### src/rtl/perf_counter_unit_if.sv
// Counter-unit bus: retire strobe and CSR write port in, counter/inhibit state out.
// The master drives stimulus; the counter unit attaches as the slave.
interface perf_counter_unit_if #(
  parameter int DWidth = 32,
  parameter int AWidth = 12
);
  logic                  retire_i;
  logic [AWidth-1:0]     csr_waddr_i;
  logic [DWidth-1:0]     csr_wdata_i;
  logic                  csr_we_i;
  logic [2*DWidth-1:0]   cycle_o;
  logic [2*DWidth-1:0]   instret_o;
  logic [DWidth-1:0]     inhibit_o;

  modport master (
    output retire_i, csr_waddr_i, csr_wdata_i, csr_we_i,
    input  cycle_o, instret_o, inhibit_o
  );

  modport slave (
    input  retire_i, csr_waddr_i, csr_wdata_i, csr_we_i,
    output cycle_o, instret_o, inhibit_o
  );
endinterface

### src/rtl/perf_counter_unit.sv
// 64-bit mcycle/minstret counters with CSR half-word preset.
// Optional mcountinhibit register enabled by macro PERF_COUNTER_INHIBIT_EN.
module perf_counter_unit #(
  parameter int DWidth = 32,
  parameter int AWidth = 12
) (
  input  logic                   clk_i,
  input  logic                   rst_i,
  perf_counter_unit_if.slave     bus
);
  localparam int CWidth = 2 * DWidth;

  localparam logic [AWidth-1:0] ADDR_MCYCLE    = AWidth'(12'hB00);
  localparam logic [AWidth-1:0] ADDR_MINSTRET  = AWidth'(12'hB02);
  localparam logic [AWidth-1:0] ADDR_MCYCLEH   = AWidth'(12'hB80);
  localparam logic [AWidth-1:0] ADDR_MINSTRETH = AWidth'(12'hB82);

  // Index 0 is mcycle, index 1 is minstret.
  localparam logic [1:0][AWidth-1:0] LO_ADDR = {ADDR_MINSTRET,  ADDR_MCYCLE};
  localparam logic [1:0][AWidth-1:0] HI_ADDR = {ADDR_MINSTRETH, ADDR_MCYCLEH};

  logic [1:0] inhibit_bits;   // [0]=CY, [1]=IR
  logic [1:0] inc_en;

  assign inc_en[0] = ~inhibit_bits[0];
  assign inc_en[1] = ~inhibit_bits[1] & bus.retire_i;

  genvar gi;
  generate
    for (gi = 0; gi < 2; gi++) begin : gen_cnt
      logic [CWidth-1:0] cnt_reg;
      logic [CWidth-1:0] cnt_next;
      logic              wr_lo;
      logic              wr_hi;

      assign wr_lo = bus.csr_we_i && (bus.csr_waddr_i == LO_ADDR[gi]);
      assign wr_hi = bus.csr_we_i && (bus.csr_waddr_i == HI_ADDR[gi]);

      // A half write freezes the other half: no increment, no carry that cycle.
      always_comb begin
        cnt_next = cnt_reg;
        if (wr_lo) begin
          cnt_next = {cnt_reg[CWidth-1:DWidth], bus.csr_wdata_i};
        end else if (wr_hi) begin
          cnt_next = {bus.csr_wdata_i, cnt_reg[DWidth-1:0]};
        end else if (inc_en[gi]) begin
          cnt_next = cnt_reg + CWidth'(1);
        end
      end

      always_ff @(posedge clk_i) begin
        if (rst_i) begin
          cnt_reg <= '0;
        end else begin
          cnt_reg <= cnt_next;
        end
      end
    end
  endgenerate

  assign bus.cycle_o   = gen_cnt[0].cnt_reg;
  assign bus.instret_o = gen_cnt[1].cnt_reg;

`ifdef PERF_COUNTER_INHIBIT_EN
  localparam logic [AWidth-1:0] ADDR_MCOUNTINHIBIT = AWidth'(12'h320);

  logic [1:0] inhibit_reg;

  // The write cycle's increment decision sees the old inhibit value.
  always_ff @(posedge clk_i) begin
    if (rst_i) begin
      inhibit_reg <= '0;
    end else if (bus.csr_we_i && (bus.csr_waddr_i == ADDR_MCOUNTINHIBIT)) begin
      inhibit_reg <= {bus.csr_wdata_i[2], bus.csr_wdata_i[0]};
    end
  end

  assign inhibit_bits = inhibit_reg;

  for (gi = 0; gi < DWidth; gi++) begin : gen_inh
    if (gi == 0) begin : gen_cy
      assign bus.inhibit_o[gi] = inhibit_reg[0];
    end else if (gi == 2) begin : gen_ir
      assign bus.inhibit_o[gi] = inhibit_reg[1];
    end else begin : gen_zero
      assign bus.inhibit_o[gi] = 1'b0;
    end
  end
`else
  assign inhibit_bits  = 2'b00;
  assign bus.inhibit_o = '0;
`endif

endmodule

### src/flat_wrapper.sv
// flat-port wrapper written by rule: the top's interface ports become plain ports
module perf_counter_unit_flat 
#(
  parameter int DWidth = 32,
  parameter int AWidth = 12
)
  (clk_i, rst_i, bus_retire_i, bus_csr_waddr_i, bus_csr_wdata_i, bus_csr_we_i, bus_cycle_o, bus_instret_o, bus_inhibit_o);
  perf_counter_unit_if #(.DWidth(DWidth), .AWidth(AWidth)) bus_i ();
  input  logic clk_i;
  input  logic rst_i;
  input wire logic [$bits(bus_i.retire_i)-1:0] bus_retire_i;
  input wire logic [$bits(bus_i.csr_waddr_i)-1:0] bus_csr_waddr_i;
  input wire logic [$bits(bus_i.csr_wdata_i)-1:0] bus_csr_wdata_i;
  input wire logic [$bits(bus_i.csr_we_i)-1:0] bus_csr_we_i;
  output wire logic [$bits(bus_i.cycle_o)-1:0] bus_cycle_o;
  output wire logic [$bits(bus_i.instret_o)-1:0] bus_instret_o;
  output wire logic [$bits(bus_i.inhibit_o)-1:0] bus_inhibit_o;
  assign bus_i.retire_i = bus_retire_i;
  assign bus_i.csr_waddr_i = bus_csr_waddr_i;
  assign bus_i.csr_wdata_i = bus_csr_wdata_i;
  assign bus_i.csr_we_i = bus_csr_we_i;
  assign bus_cycle_o = bus_i.cycle_o;
  assign bus_instret_o = bus_i.instret_o;
  assign bus_inhibit_o = bus_i.inhibit_o;
  perf_counter_unit #(.DWidth(DWidth), .AWidth(AWidth)) u_core (.clk_i(clk_i), .rst_i(rst_i), .bus(bus_i));
endmodule
### config.mk
export PLATFORM = sky130hd
export DESIGN_NAME = perf_counter_unit_flat
export DESIGN_NICKNAME = d
export VERILOG_FILES = /design/src/rtl/perf_counter_unit_if.sv /design/src/rtl/perf_counter_unit.sv /design/src/flat_wrapper.sv
export SDC_FILE = /design/constraint.sdc
export NUM_CORES = 1
export LEC_CHECK = 0
export BUFFER_PORTS_ARGS = -buffer_cell sky130_fd_sc_hd__buf_4
export CAP_MARGIN = 20
export CORE_ASPECT_RATIO = 1.1
export CORE_MARGIN = 5
export CORE_UTILIZATION = 35
export DETAILED_ROUTE_END_ITERATION = 10
export GPL_TIMING_DRIVEN = 0
export HOLD_SLACK_MARGIN = 0.15
export PLACE_DENSITY = 0.64
export RECOVER_POWER = 100
export SLEW_MARGIN = 25
export SYNTH_ARGS = -nofsm -noshare
export SYNTH_HDL_FRONTEND = slang
export SYNTH_SLANG_ARGS = --single-unit
export TNS_END_PERCENT = 1
### constraint.sdc
create_clock -name clk_i -period 3.31 [get_ports clk_i]
set_input_delay 0 -clock clk_i [delete_from_list [all_inputs] [get_ports clk_i]]
set_output_delay 0 -clock clk_i [all_outputs]
set_load 0.02 [all_outputs]
==> results of run 1 <==
-- worst reg2reg max path, cell delays in order (launching register included) --
cell	delay, ps
dfxtp_1	460
ha_1	250
nand3_1	290
or4_1	580
buf_6	170
nor4_4	620
nand4_1	150
or3_1	320
a31oi_1	160
-- cell usage after synthesis (6+ instances only) --
cell      number  area [sq um]
a311oi_1      11          96.3
xnor2_1       30           263
buf_4         33           248
nor3_1        51           255
nor4_2         7          87.6
a211oi_1      67           503
and4_1        12           105
and3_1        12          75.1
dfxtp_1      128          2560
inv_1         13          48.8
nand4_1       52           325
nand3_1       51           255
a221oi_1       7          61.3
nor2_1       134           503
buf_2         10          50.1
a21oi_1       58           290
xor2_1        19           166
o21ai_0       38           190
clkbuf_1      48           180
nor2b_1       12          75.1
nor4_1        41           257
a31oi_1       17           106
or3_1         16           100
mux2i_1        9          90.1
nand2_1       79           297
a22oi_1        6          45.0
-- layout by cell type (no fill, tap or decap), types with 6 or more instances in the layout --
| master | Yosys | final |
|---|---|---|
| a21oi_1 | 58 | 58 |
| nand3_1 | 51 | 52 |
| nor2b_1 | 12 | 12 |
| a311oi_1 | 11 | 11 |
| nor2_1 | 134 | 134 |
| o21ai_0 | 38 | 38 |
| xnor2_1 | 30 | 30 |
| dfxtp_1 | 128 | 128 |
| nand2_1 | 79 | 79 |
| dlygate4sd3_1 | 0 | 36 |
| nor4_1 | 41 | 45 |
| nand4_1 | 52 | 52 |
| nor3_1 | 51 | 51 |
| a211oi_1 | 67 | 67 |
| a221oi_1 | 7 | 7 |
| inv_1 | 13 | 13 |
| a22oi_1 | 6 | 6 |
| a31oi_1 | 17 | 17 |
| mux2i_1 | 9 | 9 |
| clkbuf_1 | 48 | 191 |
| or3_1 | 16 | 16 |
| xor2_1 | 19 | 19 |
| conb_1 | 1 | 32 |
| and3_1 | 12 | 12 |
| and4_1 | 12 | 12 |
| clkbuf_16 | 0 | 17 |
| buf_4 | 33 | 76 |
-- per-stage QoR --
step           worst slack, ps  total power [mW]  hold WS [ps]  std cells
4_1_cts                    288              3.76           244       1615
2_1_floorplan              674              1.71           136       1075
6_report                   226              3.76           311       1615
5_1_grt                   28.1              3.85           377       1615
3_3_place_gp               369              1.85           308       1549
3_5_place_dp               299              1.85           311       1549
-- cell type report --
class	instances	area share [%]
multi-input cells	837	48.4
clock inverters	5	0.763
plain buffers	97	4.93
flip-flops and latches	128	25.2
repair buffers	210	11.6
inverters	13	0.480
clock buffers	25	4.97
well taps	300	3.69
-- how the worst max path moves through the flow --
stage / from / to / slack [ps] / cells past startpoint
2_1_floorplan: u_core.bus.cycle_o[0] / u_core.bus.cycle_o[52] / 670 / 8
3_3_place_gp: u_core.bus.cycle_o[0] / u_core.bus.cycle_o[52] / 370 / 8
3_5_place_dp: u_core.bus.cycle_o[0] / u_core.bus.cycle_o[52] / 300 / 8
4_1_cts: u_core.bus.cycle_o[0] / u_core.bus.cycle_o[52] / 290 / 8
5_1_grt: u_core.bus.cycle_o[0] / u_core.bus.cycle_o[52] / 30 / 8
6_report: u_core.bus.cycle_o[0] / u_core.bus.cycle_o[52] / 230 / 8
-- power by group --
part           internal [mW]  switching (mW)
logic                  0.112           0.181
clock network           1.20           0.712
registers               1.55          0.0104
-- logic make-up (layout without fill, tap and decap cells) --
group | after synthesis | in the layout | synth area share [%]
fa+ha+maj | 2 | 2 | 0.313
flops | 128 | 128 | 32.1
mux | 11 | 11 | 1.41
xor+xnor | 49 | 49 | 5.38
buf+inv | 110 | 350 | 7.16
simple gates | 497 | 497 | 33.0
other cells | 1 | 32 | 0.0470
compound gates | 246 | 246 | 20.6
-- routing by layer --
layer / part of all wire (%) / global-route usage (%) / up-vias
li1: - / - / 4405
met1: 39 / 32.5 / 4568
met2: 46 / 42.8 / 587
met3: 10 / 5.42 / 115
met4: 4.6 / 11.8 / 0
met5: 0 / 0 / -
-- sequential cells by signal, indices dropped and copies added, names as in the netlist --
| name | cells |
|---|---|
| u_core.bus.instret_o | 64 |
| u_core.bus.cycle_o | 64 |
-- what timing repair did --
item                                   in CTS  in global routing
setup endpoints to repair                   0                  0
endpoints found under the hold margin     128                  0
hold buffers                               36                  0
==> results.json, run 1 <==
{
  "post_synth_num_cell_types": 63,
  "viasPerCell": 5.99,
  "nFillCells": 2503,
  "skew_ps": 9.46,
  "maxCapViolCount": 0,
  "gp_congestion": 0.984,
  "synth-edff-count": 0,
  "clkSinkCount": 128,
  "rsz0062_at_grt": "no",
  "crit_family": "simple AND/OR/NAND/NOR gates",
  "seq_area_frac_synth_pct": 32.1,
  "drv_slew": 0,
  "critical_path_class": "reg2reg",
  "hold_depth": 6,
  "htreeDepth": 4,
  "r2r_slack_ps": 230,
  "cp_num_buf_inv": 1,
  "start_util_pct": 35.3,
  "drt-initial-drc-count": 974,
  "crit_path_max_incr_delay_ps": 610,
  "hold_path_end": "u_core.bus.instret_o[1]",
  "overflow": 0,
  "grt_pass1_wl_um": 52500,
  "clockBufferDepth": 2,
  "grt_usage_pct": 25.9,
  "multiInputGateArea_sq_um": 4920,
  "cp_max_fo": 9,
  "drt-pass1-iter-count": 7,
  "drtAntennaViolNets": 0,
  "crit_required_ps": 3650,
  "clk_latency_ps": 430,
  "ioPinCount": 208,
  "setup_tns_ps": 0,
  "wl_per_cell_um": 21.9,
  "ys.flop_type": "dfxtp_1",
  "dieArea_sq_um": 25900,
  "cts-root-buf": "clkbuf_16",
  "worstMarginPinSlew_ps": 1190,
  "fp.dieW_um": 154,
  "reg2reg_from": "u_core.bus.cycle_o[0]",
  "syn_avg_cell_area_sq_um": 7.65,
  "antenna_found_initial": 0,
  "hold_viol_final": 0,
  "hpwl_um": 26600,
  "slowest_stage": "nor4_4",
  "syn_area_sq_um": 7980,
  "netlist_instances": 1044,
  "ys_warn_count": 0,
  "reg2regPathDepth": 8,
  "regArea_sq_um": 2560,
  "finalCritPeriodShare_pct": 93.2,
  "min_from": "bus_csr_waddr_i[1]",
  "placed_cell_area_sq_um": 9780,
  "fin_area_sq_um": 10200,
  "worstSetupEndpointType": "register",
  "hold_class": "in2reg",
  "vdd_drop_max_mv": 0.323,
  "cp_cell_sequence": "ha_1 > nand3_1 > or4_1 > buf_6 > nor4_4 > nand4_1 > or3_1 > a31oi_1",
  "die-height_um": 168,
  "vias": 9675,
  "nets": 1354,
  "grt_pass1_vias": 9097,
  "coreArea_sq_um": 22600,
  "outcome": "complete, no violations",
  "cts-resized-gates": 0,
  "setup_viol": 0,
  "leakagePower_nw": 3.21,
  "numPortBuffers": 174,
  "syn_to_final_growth_pct": 27.4,
  "setup.worst_path.start_class": "register",
  "cts_tree": "yes",
  "post-route-util_pct": 44.9,
  "async_flop_share_pct": 0,
  "worst_ep_arrival_time_ps": 3430,
  "final.min_clock_period_ps": 3080,
  "drc": 0,
  "row_count": 58,
  "fmax_mhz": 324,
  "grt_max_degree": 17,
  "yosys_register_bits": 128,
  "totalWireLength_um": 35300,
  "drive_gt1_share_pct": 9.20,
  "num_antenna_cells": 0,
  "postCtsSetupBuffers": 0,
  "cellPowerDensity_nw_per_um2": 370,
  "maxSlewHeadroom_pct": 19.9,
  "cts_made_buffers": 17,
  "worst_r2r_endpoint": "u_core.bus.cycle_o[52]",
  "clk_pin_slew_worst_paths_ps": 60
}
No activity file was read; power rests on OpenSTA's default activity.
==> run 2: changes to the inputs <==
--- a/config.mk
+++ b/config.mk
@@ -13,7 +13,7 @@
 export DETAILED_ROUTE_END_ITERATION = 10
 export GPL_TIMING_DRIVEN = 0
 export HOLD_SLACK_MARGIN = 0.15
-export PLACE_DENSITY = 0.64
+export PLACE_DENSITY_LB_ADDON = 0.08
 export RECOVER_POWER = 100
 export SLEW_MARGIN = 25
 export SYNTH_ARGS = -nofsm -noshare
==> constraint.sdc (replaced) <==
create_clock -name clk_i -period 3.4 [get_ports clk_i]
set_input_delay 0 -clock clk_i [delete_from_list [all_inputs] [get_ports clk_i]]
set_output_delay 0 -clock clk_i [all_outputs]
set_load 0.02 [all_outputs]
==> run 2 against run 1 <==
- clock-buffer cell count is 1 lower
- fmax shrank 0.24%
- wire length increased by 6.5%
- global-route usage grew 1.8 points
- first-iteration DRC count decreased by 13%
- via count fell by 0.91%
- critical path depth stayed put
- utilization increased by 0.28 points
- clock skew is 1.7 ps higher
- flip-flop and latch count stayed put
==> results.json, run 2 (same netlist as run 1, synthesis figures left out) <==
{
  "setup_viol": 0,
  "hpwl_um": 27800,
  "r2r_slack_ps": 310,
  "postCtsSetupBuffers": 0,
  "total_power_mw": 3.80,
  "totalWireLength_um": 37600,
  "cp_cell_sequence": "nand4_1 > nor4_4 > and2_0 > clkbuf_1 > nand4_1 > mux2_2 > nor3_1 > dlygate4sd3_1",
  "outcome": "complete, no violations",
  "fin_area_sq_um": 10200,
  "vias": 9587,
  "grt_pass1_wl_um": 55600,
  "power_frac_seq_pct": 39.8,
  "coreArea_sq_um": 22600,
  "cp_max_fo": 8,
  "swShare_pct": 23.9,
  "reg2regPathDepth": 8,
  "final.min_clock_period_ps": 3090,
  "skew_ps": 11.1,
  "worst_ep_arrival_time_ps": 3470,
  "numPortBuffers": 174,
  "overflow": 0,
  "cts-root-buf": "clkbuf_16",
  "use_met1_pct": 33.2,
  "hold_viol_final": 0,
  "die-height_um": 168,
  "critical_path_class": "reg2reg",
  "wl_per_cell_um": 23.3,
  "grt_max_degree": 17,
  "crit_top_cell": "nand4_1",
  "setup_tns_ps": 0,
  "start_util_pct": 35.3,
  "dieArea_sq_um": 25900,
  "busiest_layer": "met2",
  "clk_pin_slew_worst_paths_ps": 60,
  "nets": 1355,
  "row_count": 58,
  "drtAntennaViolNets": 0,
  "worstMarginPinSlew_ps": 1000,
  "drt-initial-drc-count": 851,
  "maxSlewHeadroom_pct": 32.4,
  "p_sw_mw": 0.910,
  "final_common_cell": "clkbuf_1",
  "crit_path_max_incr_delay_ps": 570,
  "syn_to_final_growth_pct": 28.2,
  "final_cell_mix": "190 x clkbuf_1, 134 x nor2_1, 128 x dfxtp_1, 79 x nand2_1, 78 x buf_4",
  "min_from": "rst_i",
  "grt_pass1_vias": 9127,
  "grt_usage_pct": 27.8,
  "reg2reg_from": "u_core.bus.cycle_o[12]",
  "cellPowerDensity_nw_per_um2": 371,
  "setup.worst_path.start_class": "register",
  "drv_slew": 0,
  "cts_made_buffers": 17,
  "pwr-share-comb_pct": 7.9,
  "clk_latency_ps": 430,
  "clockBufferDepth": 2,
  "leakagePower_nw": 3.26,
  "cts_tree": "yes",
  "hold_class": "in2reg",
  "drc": 0,
  "clkSinkCount": 128,
  "viasPerCell": 5.93,
  "slowest_stage": "dlygate4sd3_1",
  "worst_r2r_endpoint": "u_core.bus.cycle_o[29]",
  "hold_path_end": "u_core.bus.instret_o[11]",
  "crit_required_ps": 3770,
  "finalCritPeriodShare_pct": 90.9,
  "htreeDepth": 4,
  "ioPinCount": 208,
  "vdd_drop_max_mv": 0.296,
  "worstSetupEndpointType": "register",
  "fmax_mhz": 323,
  "internal_power_mw": 2.89,
  "hold_depth": 3,
  "antenna_found_initial": 0,
  "use_met2_pct": 47.4,
  "maxCapViolCount": 0,
  "drt-pass1-iter-count": 5,
  "rsz0062_at_grt": "no",
  "gp_congestion": 0.964,
  "clkPwrFrac_pct": 52.3,
  "drive_gt1_share_pct": 9.35,
  "grt_use_met3_pct": 5.76,
  "fp.dieW_um": 154,
  "placed_cell_area_sq_um": 9780
}
==> run 2: cell count changes in the layout (fill, tap and decap cells not counted), sizes merged <==
cell | previous run | this run
buf | 82 | 84
bufinv | 2 | 4
clkbuf | 214 | 211
clkinvlp | 1 | 0
diode | 0 | 1
dlygate4sd3 | 36 | 37
==> run 2: power by group through the flow <==
stage          sequential, mW  combinational [mW]  clock [mW]
3_5_place_dp             1.55               0.262           0
5_1_grt                  1.51               0.309        2.05
6_report                 1.51               0.299        1.99
4_1_cts                  1.52               0.296        1.99
2_1_floorplan            1.55               0.114           0
3_3_place_gp             1.55               0.262           0
==> run 2: layout make-up <==
type,instances,area (sq um)
Inverter,13,48.8
Buffer,97,505
Antenna cell,1,2.50
Clock inverter,6,130
Tap cell,300,375
Multi-Input combinational cell,837,4930
Fill cell,2469,12400
Sequential cell,128,2560
Clock buffer,24,482
Timing Repair Buffer,211,1200
==> run 2: worst max-delay path, delay by kind of cell, from the launching register on <==
family | cells | cell delay, ps
buf+inv | 2 | 910
flops | 1 | 510
mux | 1 | 300
simple gates | 5 | 1320
==> run 2: how the worst max path moves through the flow <==
stage | endpoint | from | cells past startpoint
global route | u_core.bus.instret_o[41] | u_core.bus.instret_o[12] | 8
detailed placement | u_core.bus.cycle_o[52] | u_core.bus.cycle_o[0] | 8
CTS | u_core.bus.cycle_o[29] | u_core.bus.cycle_o[4] | 8
finish | u_core.bus.cycle_o[29] | u_core.bus.cycle_o[12] | 8
floorplan | u_core.bus.cycle_o[52] | u_core.bus.cycle_o[0] | 8
global placement | u_core.bus.cycle_o[52] | u_core.bus.cycle_o[0] | 8
==> run 2: what timing repair did <==
action / 4_1_cts / 5_1_grt
resized for setup: 0 / 2
setup endpoints to repair: 0 / 1
endpoints found under the hold margin: 128 / 0
hold buffers: 37 / 0
==> run 2: stage by stage <==
stage | hold slack, ps | utilization, % | cells | setup slack (ps)
after floorplan | 136 | - | 1075 | 764
after global placement | 313 | 43.2 | 1549 | 435
after detailed placement | 317 | 43.2 | 1549 | 441
after CTS | 219 | 47.5 | 1616 | 185
after global routing | 282 | 45.2 | 1616 | 134
final | 276 | 45.2 | 1617 | 308
==> run 2: layer usage <==
| metal | part of all wire, % | wire length (um) |
|---|---|---|
| met2 | 48 | 18000 |
| met5 | 0 | 0 |
| met4 | 4.6 | 1740 |
| met3 | 8.9 | 3330 |
| met1 | 39 | 14600 |
